[config.mk]
export PLATFORM = sky130hd
export DESIGN_NAME = window_sequencer
export DESIGN_NICKNAME = d
export VERILOG_FILES = /design/src/rtl/sampler_pkg.sv /design/src/rtl/window_sequencer.sv
export SDC_FILE = /design/constraint.sdc
export NUM_CORES = 1
export LEC_CHECK = 0
export ABC_AREA = 1
export CAP_MARGIN = 20
export CORE_ASPECT_RATIO = 1.1
export CORE_MARGIN = 2
export CORE_UTILIZATION = 45
export DETAILED_ROUTE_END_ITERATION = 8
export PLACE_DENSITY = 0.72
export RECOVER_POWER = 50
export SETUP_SLACK_MARGIN = 0.1
export SYNTH_ARGS = -nofsm -noshare
export SYNTH_HDL_FRONTEND = slang
export SYNTH_SLANG_ARGS = --single-unit
[constraint.sdc]
create_clock -name clk -period 3.3 [get_ports clk]
set_input_delay 0.99 -clock clk [delete_from_list [all_inputs] [get_ports clk]]
set_output_delay 0.99 -clock clk [all_outputs]
set_load 0.01 [all_outputs]
[src/rtl/sampler_pkg.sv]
// rtl/sampler_pkg.sv - shared defaults and types for the window sequencer
// Purpose: default geometry of the capture ring buffer, the sequencer state
//          encoding and the segment index type.
// Ports:   none (package).
package sampler_pkg;

  localparam int DEFAULT_ADDR_W      = 13;
  localparam int DEFAULT_SEG_W       = 3;
  localparam int DEFAULT_WINDOW_SEGS = 4;

  typedef enum logic [1:0] {
    IDLE = 2'd0,
    FILL = 2'd1,
    RUN  = 2'd2
  } state_e;

  typedef logic [DEFAULT_SEG_W-1:0] seg_idx_t;

endpackage

[src/rtl/window_sequencer.sv]
// rtl/window_sequencer.sv - ring-buffer write pointer and analysis window scheduler
// Purpose: owns the ring-buffer write pointer, counts completed segments and
//          issues one go pulse per completed segment once a full window is
//          resident, with one-outstanding-window flow control.
// Ports:
//   clk, reset      - clock, synchronous active-high reset
//   enable          - run/stop; low forces IDLE
//   sample_valid    - a captured sample is presented this cycle
//   ring_buf_addr   - registered write pointer
//   ring_buf_wren   - write strobe (sample_valid outside IDLE)
//   window_start    - oldest segment of the issued window, valid with go_out
//   go_out          - single-cycle start pulse to the hannifier
//   hann_done       - hannifier finished the current window
//   overrun         - sticky dropped-window flag
//   overrun_clr     - clears overrun
//   drop_count      - saturating dropped-window count (WINDOW_SEQUENCER_DROP_COUNT_EN only)
// Option: define WINDOW_SEQUENCER_DROP_COUNT_EN to add drop_count.
module window_sequencer
  import sampler_pkg::*;
#(
  parameter int ADDR_W      = DEFAULT_ADDR_W,
  parameter int SEG_W       = DEFAULT_SEG_W,
  parameter int WINDOW_SEGS = DEFAULT_WINDOW_SEGS
) (
  input  logic              clk,
  input  logic              reset,
  input  logic              enable,
  input  logic              sample_valid,
  output logic [ADDR_W-1:0] ring_buf_addr,
  output logic              ring_buf_wren,
  output logic [SEG_W-1:0]  window_start,
  output logic              go_out,
  input  logic              hann_done,
  output logic              overrun,
  input  logic              overrun_clr
`ifdef WINDOW_SEQUENCER_DROP_COUNT_EN
  ,
  output logic [15:0]       drop_count
`endif
);

  localparam int OFF_W = ADDR_W - SEG_W;

  state_e            state_q, state_d;
  logic [ADDR_W-1:0] wptr_q, wptr_d;
  logic [SEG_W-1:0]  seg_cnt_q, seg_cnt_d;
  logic [SEG_W-1:0]  ws_q, ws_d;
  logic              in_flight_q, in_flight_d;
  logic              go_q, go_d;
  logic              overrun_q, overrun_d;

  logic              wren;
  logic              boundary;
  logic              run_boundary;
  logic              drop;
  logic [SEG_W-1:0]  seg_inc;
  logic [SEG_W-1:0]  seg_s;

  assign wren     = sample_valid && (state_q != IDLE);
  // The write that fills the last slot of a segment completes that segment.
  assign boundary = wren && (&wptr_q[OFF_W-1:0]);
  assign seg_s    = wptr_q[ADDR_W-1 -: SEG_W];
  assign seg_inc  = seg_cnt_q + 1'b1;

  always_comb begin
    state_d      = state_q;
    wptr_d       = wren ? wptr_q + 1'b1 : wptr_q;
    seg_cnt_d    = seg_cnt_q;
    in_flight_d  = in_flight_q;
    go_d         = 1'b0;
    ws_d         = ws_q;
    run_boundary = 1'b0;
    drop         = 1'b0;

    if (!enable) begin
      // Leaving for IDLE forgets any window in progress; overrun is kept.
      state_d     = IDLE;
      wptr_d      = '0;
      seg_cnt_d   = '0;
      in_flight_d = 1'b0;
    end else begin
      unique case (state_q)
        IDLE: state_d = FILL;
        FILL: begin
          if (boundary) begin
            seg_cnt_d = seg_inc;
            // The boundary that makes the first window resident is also
            // the first scheduling boundary.
            if (seg_inc == SEG_W'(WINDOW_SEGS)) begin
              state_d      = RUN;
              run_boundary = 1'b1;
            end
          end
        end
        RUN:     run_boundary = boundary;
        default: state_d = IDLE;
      endcase

      if (run_boundary) begin
        // A done arriving with the boundary frees the hannifier in time.
        if (!in_flight_q || hann_done) begin
          go_d        = 1'b1;
          ws_d        = seg_s - SEG_W'(WINDOW_SEGS - 1);
          in_flight_d = 1'b1;
        end else begin
          drop = 1'b1;
        end
      end else if (hann_done) begin
        in_flight_d = 1'b0;
      end
    end

    if (drop) begin
      overrun_d = 1'b1;
    end else if (overrun_clr) begin
      overrun_d = 1'b0;
    end else begin
      overrun_d = overrun_q;
    end
  end

  always_ff @(posedge clk) begin
    if (reset) begin
      state_q     <= IDLE;
      wptr_q      <= '0;
      seg_cnt_q   <= '0;
      in_flight_q <= 1'b0;
      go_q        <= 1'b0;
      ws_q        <= '0;
      overrun_q   <= 1'b0;
    end else begin
      state_q     <= state_d;
      wptr_q      <= wptr_d;
      seg_cnt_q   <= seg_cnt_d;
      in_flight_q <= in_flight_d;
      go_q        <= go_d;
      ws_q        <= ws_d;
      overrun_q   <= overrun_d;
    end
  end

`ifdef WINDOW_SEQUENCER_DROP_COUNT_EN
  logic [15:0] drop_cnt_q, drop_cnt_d;

  always_comb begin
    drop_cnt_d = drop_cnt_q;
    if (!enable) begin
      drop_cnt_d = '0;
    end else if (drop) begin
      if (overrun_clr) begin
        drop_cnt_d = 16'd1;
      end else if (drop_cnt_q != 16'hFFFF) begin
        drop_cnt_d = drop_cnt_q + 16'd1;
      end
    end else if (overrun_clr) begin
      drop_cnt_d = '0;
    end
  end

  always_ff @(posedge clk) begin
    if (reset) begin
      drop_cnt_q <= '0;
    end else begin
      drop_cnt_q <= drop_cnt_d;
    end
  end

  assign drop_count = drop_cnt_q;
`endif

  assign ring_buf_addr = wptr_q;
  assign ring_buf_wren = wren;
  assign window_start  = ws_q;
  assign go_out        = go_q;
  assign overrun       = overrun_q;

endmodule

==> key figures, run 1 <==
Status
  • Status: finished, final reports clean

Synthesis
  • Number of distinct standard cells referenced by the synthesized netlist: 31
  • Net Count, Synth: 178
  • Number of synthesized register bits: 24
  • Summed instance area of the synthesized netlist: 1310 sq um
  • Most numerous cell in the Yosys netlist: sky130_fd_sc_hd__inv_1
  • Share of synthesized flip-flops with an asynchronous set or reset: 0%
  • Fraction of synthesized cell area taken by the top area cell type: a little under two fifths
  • Post-synth top flop: sky130_fd_sc_hd__dfxtp_1
  • Instance count of the mapped netlist: 165
  • Ranking of synthesized cells by area: sky130_fd_sc_hd__dfxtp_1 (37%), sky130_fd_sc_hd__inv_1 (8.0%), sky130_fd_sc_hd__ha_1 (6.7%), sky130_fd_sc_hd__nand2_1 (5.7%), sky130_fd_sc_hd__a21oi_1 (5.0%)
  • Warnings from Yosys: 0
  • Proportion of synthesized chip area in sequential cells: a little under two fifths
  • Number of synthesized flops with an enable pin: 0
  • Largest area contributor in the netlist: sky130_fd_sc_hd__dfxtp_1
  • Post-synthesis area per instance: slightly below 8 sq um
  • Synth top cells by count: sky130_fd_sc_hd__inv_1 (28), sky130_fd_sc_hd__dfxtp_1 (24), sky130_fd_sc_hd__nand2_1 (20)

Worst setup path
  • Worst setup path class: input port to primary output
  • Category of the worst setup path capture point: primary output
  • Max Fanout on Critical Path: 2
  • CP Data Arrival Time: between 1.5 and 2 ns
  • Data required time at the worst endpoint: around 2.3 ns
  • Type of origin of the critical path: input port

GRT
  • Maximum number of pins on one net before global-route repair: 15
  • Total grt overflow: 0
  • Number of antenna violations at the first check in global routing: 0
  • Total global-route track usage: between 10% and 20%
  • Wire length of the first global-routing pass: between 4000 and 5000 um
  • Number of global-route vias before repair: 1,063

STA
  • Final total negative setup slack: 0 ns
  • Post-Route Hold Slack: between 0.4 and 0.5 ns
  • Worst-case headroom to the max-slew limit: a little over 60%
  • Number of pins with negative max-slew slack in the final report: 0
  • Peak Freq: ~350 MHz
  • Final worst-path setup slack: about 0.44 ns
  • Final clock period utilization by the worst path: 86.7%
  • Final period demand of the worst path: ~2.9 ns
  • Final hold violation count: 0
  • Slew at the pin with the worst max-slew slack: about 0.58 ns
  • Setup Skew: 0.00709 ns
  • Final setup violation count: 0
  • Setup repair after global routing missed its margin: no

Finish
  • Layout overhead on the synthesized area: 23.8%
  • Layout cell share with drive strength beyond 1: between 10 and 15%
  • Final standard cell count with taps included and fillers excluded: 226
  • Finished Cell Area: ~1600 sq um
  • # diodes: 0
  • Number of nets in the final layout: 207

Die
  • Floorplan die height: 60.6 um
  • Overall die width: between 50 and 60 um
  • Initial core utilization: 47.2%
  • Area of the die: about 3400 sq um
  • Area of the core: 2780 sq um
  • Floorplan row count: 20
  • Io pins: 25

Power
  • Maximum VDD drop: ~0.27 mV
  • Leak Pwr: approximately 0.73 nW
  • Power per Cell Area: 330 nW/um^2

Place
  • Last weighted congestion value of the routability-driven placer: a little over 0.8
  • Count of input and output buffers: 24
  • Dpl ws: between 0.1 and 0.15 ns
  • Placed Cells: roughly 220
  • Post-placement cell area: between 1500 and 2000 sq um
  • Detailed Place HPWL: between 1500 and 2000 um

Drt
  • Vias per std cell: 4.76
  • Number of iterations in the first detailed-routing pass: 4
  • Post-detailed-route DRC marker count: 0
  • Topmost layer with routed signal wires: met4
  • Total via count in the routed design: roughly 1,100
  • Met2 wire len: 1190 um
  • Routed length on met3: between 100 and 150 um
  • WL/cell: around 11 um
  • Total routed wire length on the met1 layer: ~1200 um
  • Number of DRC markers after the initial detailed-route iteration: 17
  • Number of nets with antenna violations after routing: 0
  • Routed wire length: 2510 um

Job
  • Maxcap violations: 0

Clock tree
  • Hold Buf Count CTS: 0
  • Clock latency on the worst-skew pair: between 0.3 and 0.4 ns
  • Count of buffers added by post-CTS timing repair for setup: 0
  • Cell chosen for the clock root: sky130_fd_sc_hd__clkbuf_4
  • TritonCTS clock tree: done
  • Cells resized by post-CTS repair: 0
  • H-tree depth: 1
  • Total CTS buffers: 3
  • Number of sinks handled by clock tree synthesis: 24
  • Worst-case clock buffer depth: 2
  • Clock transition at the register clock pins on the worst setup and hold paths after CTS: 0.14 ns

Min path
  • Classification of the worst-slack hold path: flip-flop to flip-flop
## worst paths after layout
check	endpoint	depth (start not counted)	slack [ns]	start
setup / recovery	ring_buf_wren	4	0.44	sample_valid
hold / removal	ring_buf_addr[7]	2	0.48	ring_buf_addr[7]
setup reg to reg	window_start[1]	10	1.24	state_q[0]
hold reg to reg	ring_buf_addr[7]	2	0.48	ring_buf_addr[7]
## layout make-up
type / count / area [sq um]
multi-input combinational: 106 / 669
clock inverter: 1 / 30.0
tap: 33 / 41.3
clock buffer: 3 / 22.5
sequential: 24 / 480
timing repair buffer: 25 / 250
fill: 268 / 1160
inverter: 34 / 128
## cell usage in the layout (no fill, tap or decap)
| cell | n |
|---|---|
| sky130_fd_sc_hd__xor2_1 | 3 |
| sky130_fd_sc_hd__nand2_1 | 20 |
| sky130_fd_sc_hd__a31oi_1 | 1 |
| sky130_fd_sc_hd__buf_4 | 1 |
| sky130_fd_sc_hd__o21ai_0 | 4 |
| sky130_fd_sc_hd__nand3b_1 | 1 |
| sky130_fd_sc_hd__nor3_1 | 5 |
| sky130_fd_sc_hd__dlymetal6s2s_1 | 1 |
| sky130_fd_sc_hd__or2_2 | 1 |
| sky130_fd_sc_hd__dfxtp_1 | 24 |
| sky130_fd_sc_hd__a21oi_1 | 13 |
| sky130_fd_sc_hd__nand2_2 | 5 |
| sky130_fd_sc_hd__nor2_8 | 1 |
| sky130_fd_sc_hd__ha_1 | 7 |
| sky130_fd_sc_hd__nand3_1 | 9 |
| sky130_fd_sc_hd__dlygate4sd3_1 | 4 |
| sky130_fd_sc_hd__nand4_4 | 1 |
| sky130_fd_sc_hd__clkbuf_4 | 3 |
| sky130_fd_sc_hd__o21a_1 | 3 |
| sky130_fd_sc_hd__and3_1 | 2 |
| sky130_fd_sc_hd__nor2_2 | 2 |
| sky130_fd_sc_hd__nand3_4 | 1 |
| sky130_fd_sc_hd__nor2_1 | 16 |
| sky130_fd_sc_hd__bufinv_16 | 1 |
| sky130_fd_sc_hd__clkdlybuf4s50_1 | 19 |
| sky130_fd_sc_hd__a211oi_2 | 1 |
| sky130_fd_sc_hd__clkinv_1 | 2 |
| sky130_fd_sc_hd__nand4_1 | 4 |
| sky130_fd_sc_hd__inv_2 | 2 |
| sky130_fd_sc_hd__a21oi_2 | 1 |
| sky130_fd_sc_hd__nor3_4 | 1 |
| sky130_fd_sc_hd__nand2_4 | 2 |
| sky130_fd_sc_hd__nor2_4 | 2 |
| sky130_fd_sc_hd__inv_1 | 30 |
## per-layer routing
metal,GRT usage (%),up-vias
met4,8.71,0
met1,19.7,471
met3,3.20,4
li1,-,579
met2,30.4,22
met5,0,-
## registers in the layout, summed over array words and instances, names as in the netlist
name / cells
ring_buf_addr: 13
seg_cnt_q: 3
window_start: 3
state_q: 2
go_out: 1
in_flight_q: 1
overrun: 1
## through the flow
step / util (%) / total power, mW
after floorplan: - / 0.317
after CTS: 59.3 / 0.542
after global routing: 58.4 / 0.557
final: 58.4 / 0.534
after global placement: 57.4 / 0.331
after detailed placement: 57.4 / 0.331
## critical path, cell delays in order
cell                             delay [ns]
sky130_fd_sc_hd__dlygate4sd3_1         0.56
sky130_fd_sc_hd__inv_1                 0.12
sky130_fd_sc_hd__nor2_4                0.04
sky130_fd_sc_hd__dlymetal6s2s_1        0.17
## logic make-up (layout without fill, tap and decap cells)
logic type	count (synthesis)	in the layout	share of synthesized area, %
AOI/OAI and AO/OA	23	23	10.3
xor gates and xnor gates	3	3	2.01
DFF	24	24	36.7
and+or+nand+nor	73	73	34.2
buffers and inverters	35	63	10.1
adders and majority gates	7	7	6.69
## power breakdown
part           switching, mW  leakage [nW]  internal (mW)
clock                 0.0889        0.0279          0.123
combinational         0.0174         0.508         0.0131
sequential           0.00113         0.193          0.291
No activity file was read; power rests on OpenSTA's default activity.
==> run 2, diff against run 1 <==
--- a/config.mk
+++ b/config.mk
@@ -6,9 +6,8 @@
 export NUM_CORES = 1
 export LEC_CHECK = 0
 export ABC_AREA = 1
-export CAP_MARGIN = 20
+export CAP_MARGIN = 40
 export CORE_ASPECT_RATIO = 1.1
-export CORE_MARGIN = 2
 export CORE_UTILIZATION = 45
 export DETAILED_ROUTE_END_ITERATION = 8
 export PLACE_DENSITY = 0.72
==> run 2 against run 1 <==
- sequential share of layout area rose by 0.30 points
- wire length decreased by 4.0%
- sequential power about the same
- total power fell by 11%
- sequential cell count unchanged
- critical path type unchanged
==> key figures, run 2 (synthesis results as in run 1) <==
Status
  • Status: finished, final reports clean

Place
  • Count of input and output buffers: 24
  • Last weighted congestion value of the routability-driven placer: slightly above 0.8
  • Detailed Place HPWL: between 1500 and 2000 um
  • Dpl ws: 0.108 ns

GRT
  • Total global-route track usage: 18.4%
  • Total grt overflow: 0
  • Number of antenna violations at the first check in global routing: 0
  • Maximum number of pins on one net before global-route repair: 14
  • Wire length of the first global-routing pass: about 4300 um
  • Number of global-route vias before repair: about 1,100

Clock tree
  • Total CTS buffers: 3
  • H-tree depth: 1
  • Clock latency on the worst-skew pair: a little over 0.3 ns
  • Count of buffers added by post-CTS timing repair for setup: 0
  • Cells resized by post-CTS repair: 0
  • Cell chosen for the clock root: sky130_fd_sc_hd__clkbuf_4
  • Number of sinks handled by clock tree synthesis: 24
  • TritonCTS clock tree: done
  • Hold Buf Count CTS: 0
  • Worst-case clock buffer depth: 2
  • Clock transition at the register clock pins on the worst setup and hold paths after CTS: between 0.1 and 0.15 ns

Worst setup path
  • Critical path origin: sample_valid
  • Cell Chain, Critical Path: dlygate4sd3_1, inv_1, nor2_4, dlymetal6s2s_1
  • CP Data Arrival Time: about 1.9 ns
  • Endpoint of the lowest-slack register-to-register path: window_start[1]
  • Category of the worst setup path capture point: primary output
  • Max Fanout on Critical Path: 2
  • Worst setup path class: input port to primary output
  • Type of origin of the critical path: input port
  • Data required time at the worst endpoint: around 2.3 ns
  • Slack of the worst reg-to-reg path: about 1.2 ns
  • Delay of the slowest cell on the worst path: ~0.56 ns
  • Worst setup endpoint: ring_buf_wren
  • Register-to-Register Path Depth: 10
  • Cell type of the slowest stage on the worst timing path: sky130_fd_sc_hd__dlygate4sd3_1
  • Launch point of the worst reg-to-reg path: state_q[0]

STA
  • Number of pins with negative max-slew slack in the final report: 0
  • Setup repair after global routing missed its margin: no
  • Final total negative setup slack: 0 ns
  • Final period demand of the worst path: about 2.9 ns
  • Slew at the pin with the worst max-slew slack: approximately 0.6 ns
  • Worst-case headroom to the max-slew limit: between 50% and 60%
  • Final hold violation count: 0
  • Peak Freq: between 300 and 400 MHz
  • Setup Skew: ~0.0083 ns
  • Final worst-path setup slack: between 0.4 and 0.5 ns
  • Final setup violation count: 0
  • Final clock period utilization by the worst path: between 80% and 90%

Finish
  • Combined area of the multi-input logic cells: 669 sq um
  • Number of filler instances in the final layout: ~280
  • Most common cell after layout, fill and taps aside: sky130_fd_sc_hd__inv_1
  • Layout overhead on the synthesized area: 22.5%
  • Layout cell share with drive strength beyond 1: 13.5%
  • Max reg flops: 13
  • # diodes: 0
  • Commonest cells after routing, fill and taps aside: sky130_fd_sc_hd__inv_1 (29), sky130_fd_sc_hd__dfxtp_1 (24), sky130_fd_sc_hd__nand2_1 (20)
  • Number of nets in the final layout: 207
  • FF+latch area: ~480 sq um

Drt
  • Number of DRC markers after the initial detailed-route iteration: 22
  • Total via count in the routed design: approximately 1,100
  • Number of nets with antenna violations after routing: 0
  • Routed wire length: 2410 um
  • WL/cell: ~11 um
  • Vias per std cell: slightly below 5
  • Number of iterations in the first detailed-routing pass: 4
  • Post-detailed-route DRC marker count: 0

Power
  • Power per Cell Area: roughly 300 nW/um^2
  • Leak Pwr: ~0.72 nW
  • Total power after layout: about 0.48 mW
  • Maximum VDD drop: 0.156 mV

Job
  • Maxcap violations: 0

Die
  • Floorplan die height: 58.6 um
  • Area of the die: ~3100 sq um
  • Area of the core: approximately 2800 sq um
  • Io pins: 25
  • Initial core utilization: approximately 47%
  • Floorplan row count: 20
  • Overall die width: around 53 um

Min path
  • Classification of the worst-slack hold path: flip-flop to flip-flop
[run 2: area by class of cell]
| cell class | instances | share of cell area (%) |
|---|---|---|
| inverter | 34 | 7.95 |
| sequential | 24 | 29.9 |
| clock buffer | 4 | 2.26 |
| tap | 33 | 2.57 |
| multi-input combinational | 106 | 41.7 |
| timing repair buffer | 25 | 15.6 |
[run 2: where the power goes]
part / leakage [nW] / switching (mW) / total (mW) / internal, mW
logic: 0.505 / 0.0172 / 0.0303 / 0.0131
clock network: 0.0210 / 0.0868 / 0.154 / 0.0673
registers: 0.193 / 0.00114 / 0.292 / 0.291
total: 0.720 / 0.105 / 0.477 / 0.371
[run 2: worst min path at each step]
stage                          start  depth (start not counted)                to  slack, ns
finish                       overrun                          2           overrun       0.49
global route        ring_buf_addr[7]                          2  ring_buf_addr[7]       0.51
CTS                          overrun                          2           overrun       0.49
detailed placement           overrun                          2           overrun       0.47
global placement    ring_buf_addr[7]                          2  ring_buf_addr[7]       0.45
floorplan               seg_cnt_q[1]                          2      seg_cnt_q[1]       0.44
[run 2: worst max-delay path, delay by kind of cell]
family | cells | cell delay [ns]
buffers and inverters | 3 | 0.85
and+or+nand+nor | 1 | 0.04
[run 2: metal layers]
layer	routed length, um	GRT usage [%]	vias up	share of wire, %
li1	-	-	577	-
met1	1100	22.3	494	46
met2	1220	32.5	21	50
met3	75	2.33	2	3.1
met4	19	6.77	0	0.79
met5	0	0	-	0
[run 2: stage by stage]
stage / std cells / hold slack (ns) / instance area, sq um / util (%)
2_1_floorplan: 165 / 0.444 / 1310 / -
3_5_place_dp: 222 / 0.468 / 1590 / 57.4
4_1_cts: 226 / 0.489 / 1630 / 58.7
6_report: 226 / 0.485 / 1610 / 57.8
5_1_grt: 226 / 0.515 / 1610 / 57.8
3_3_place_gp: 222 / 0.451 / 1590 / 57.4
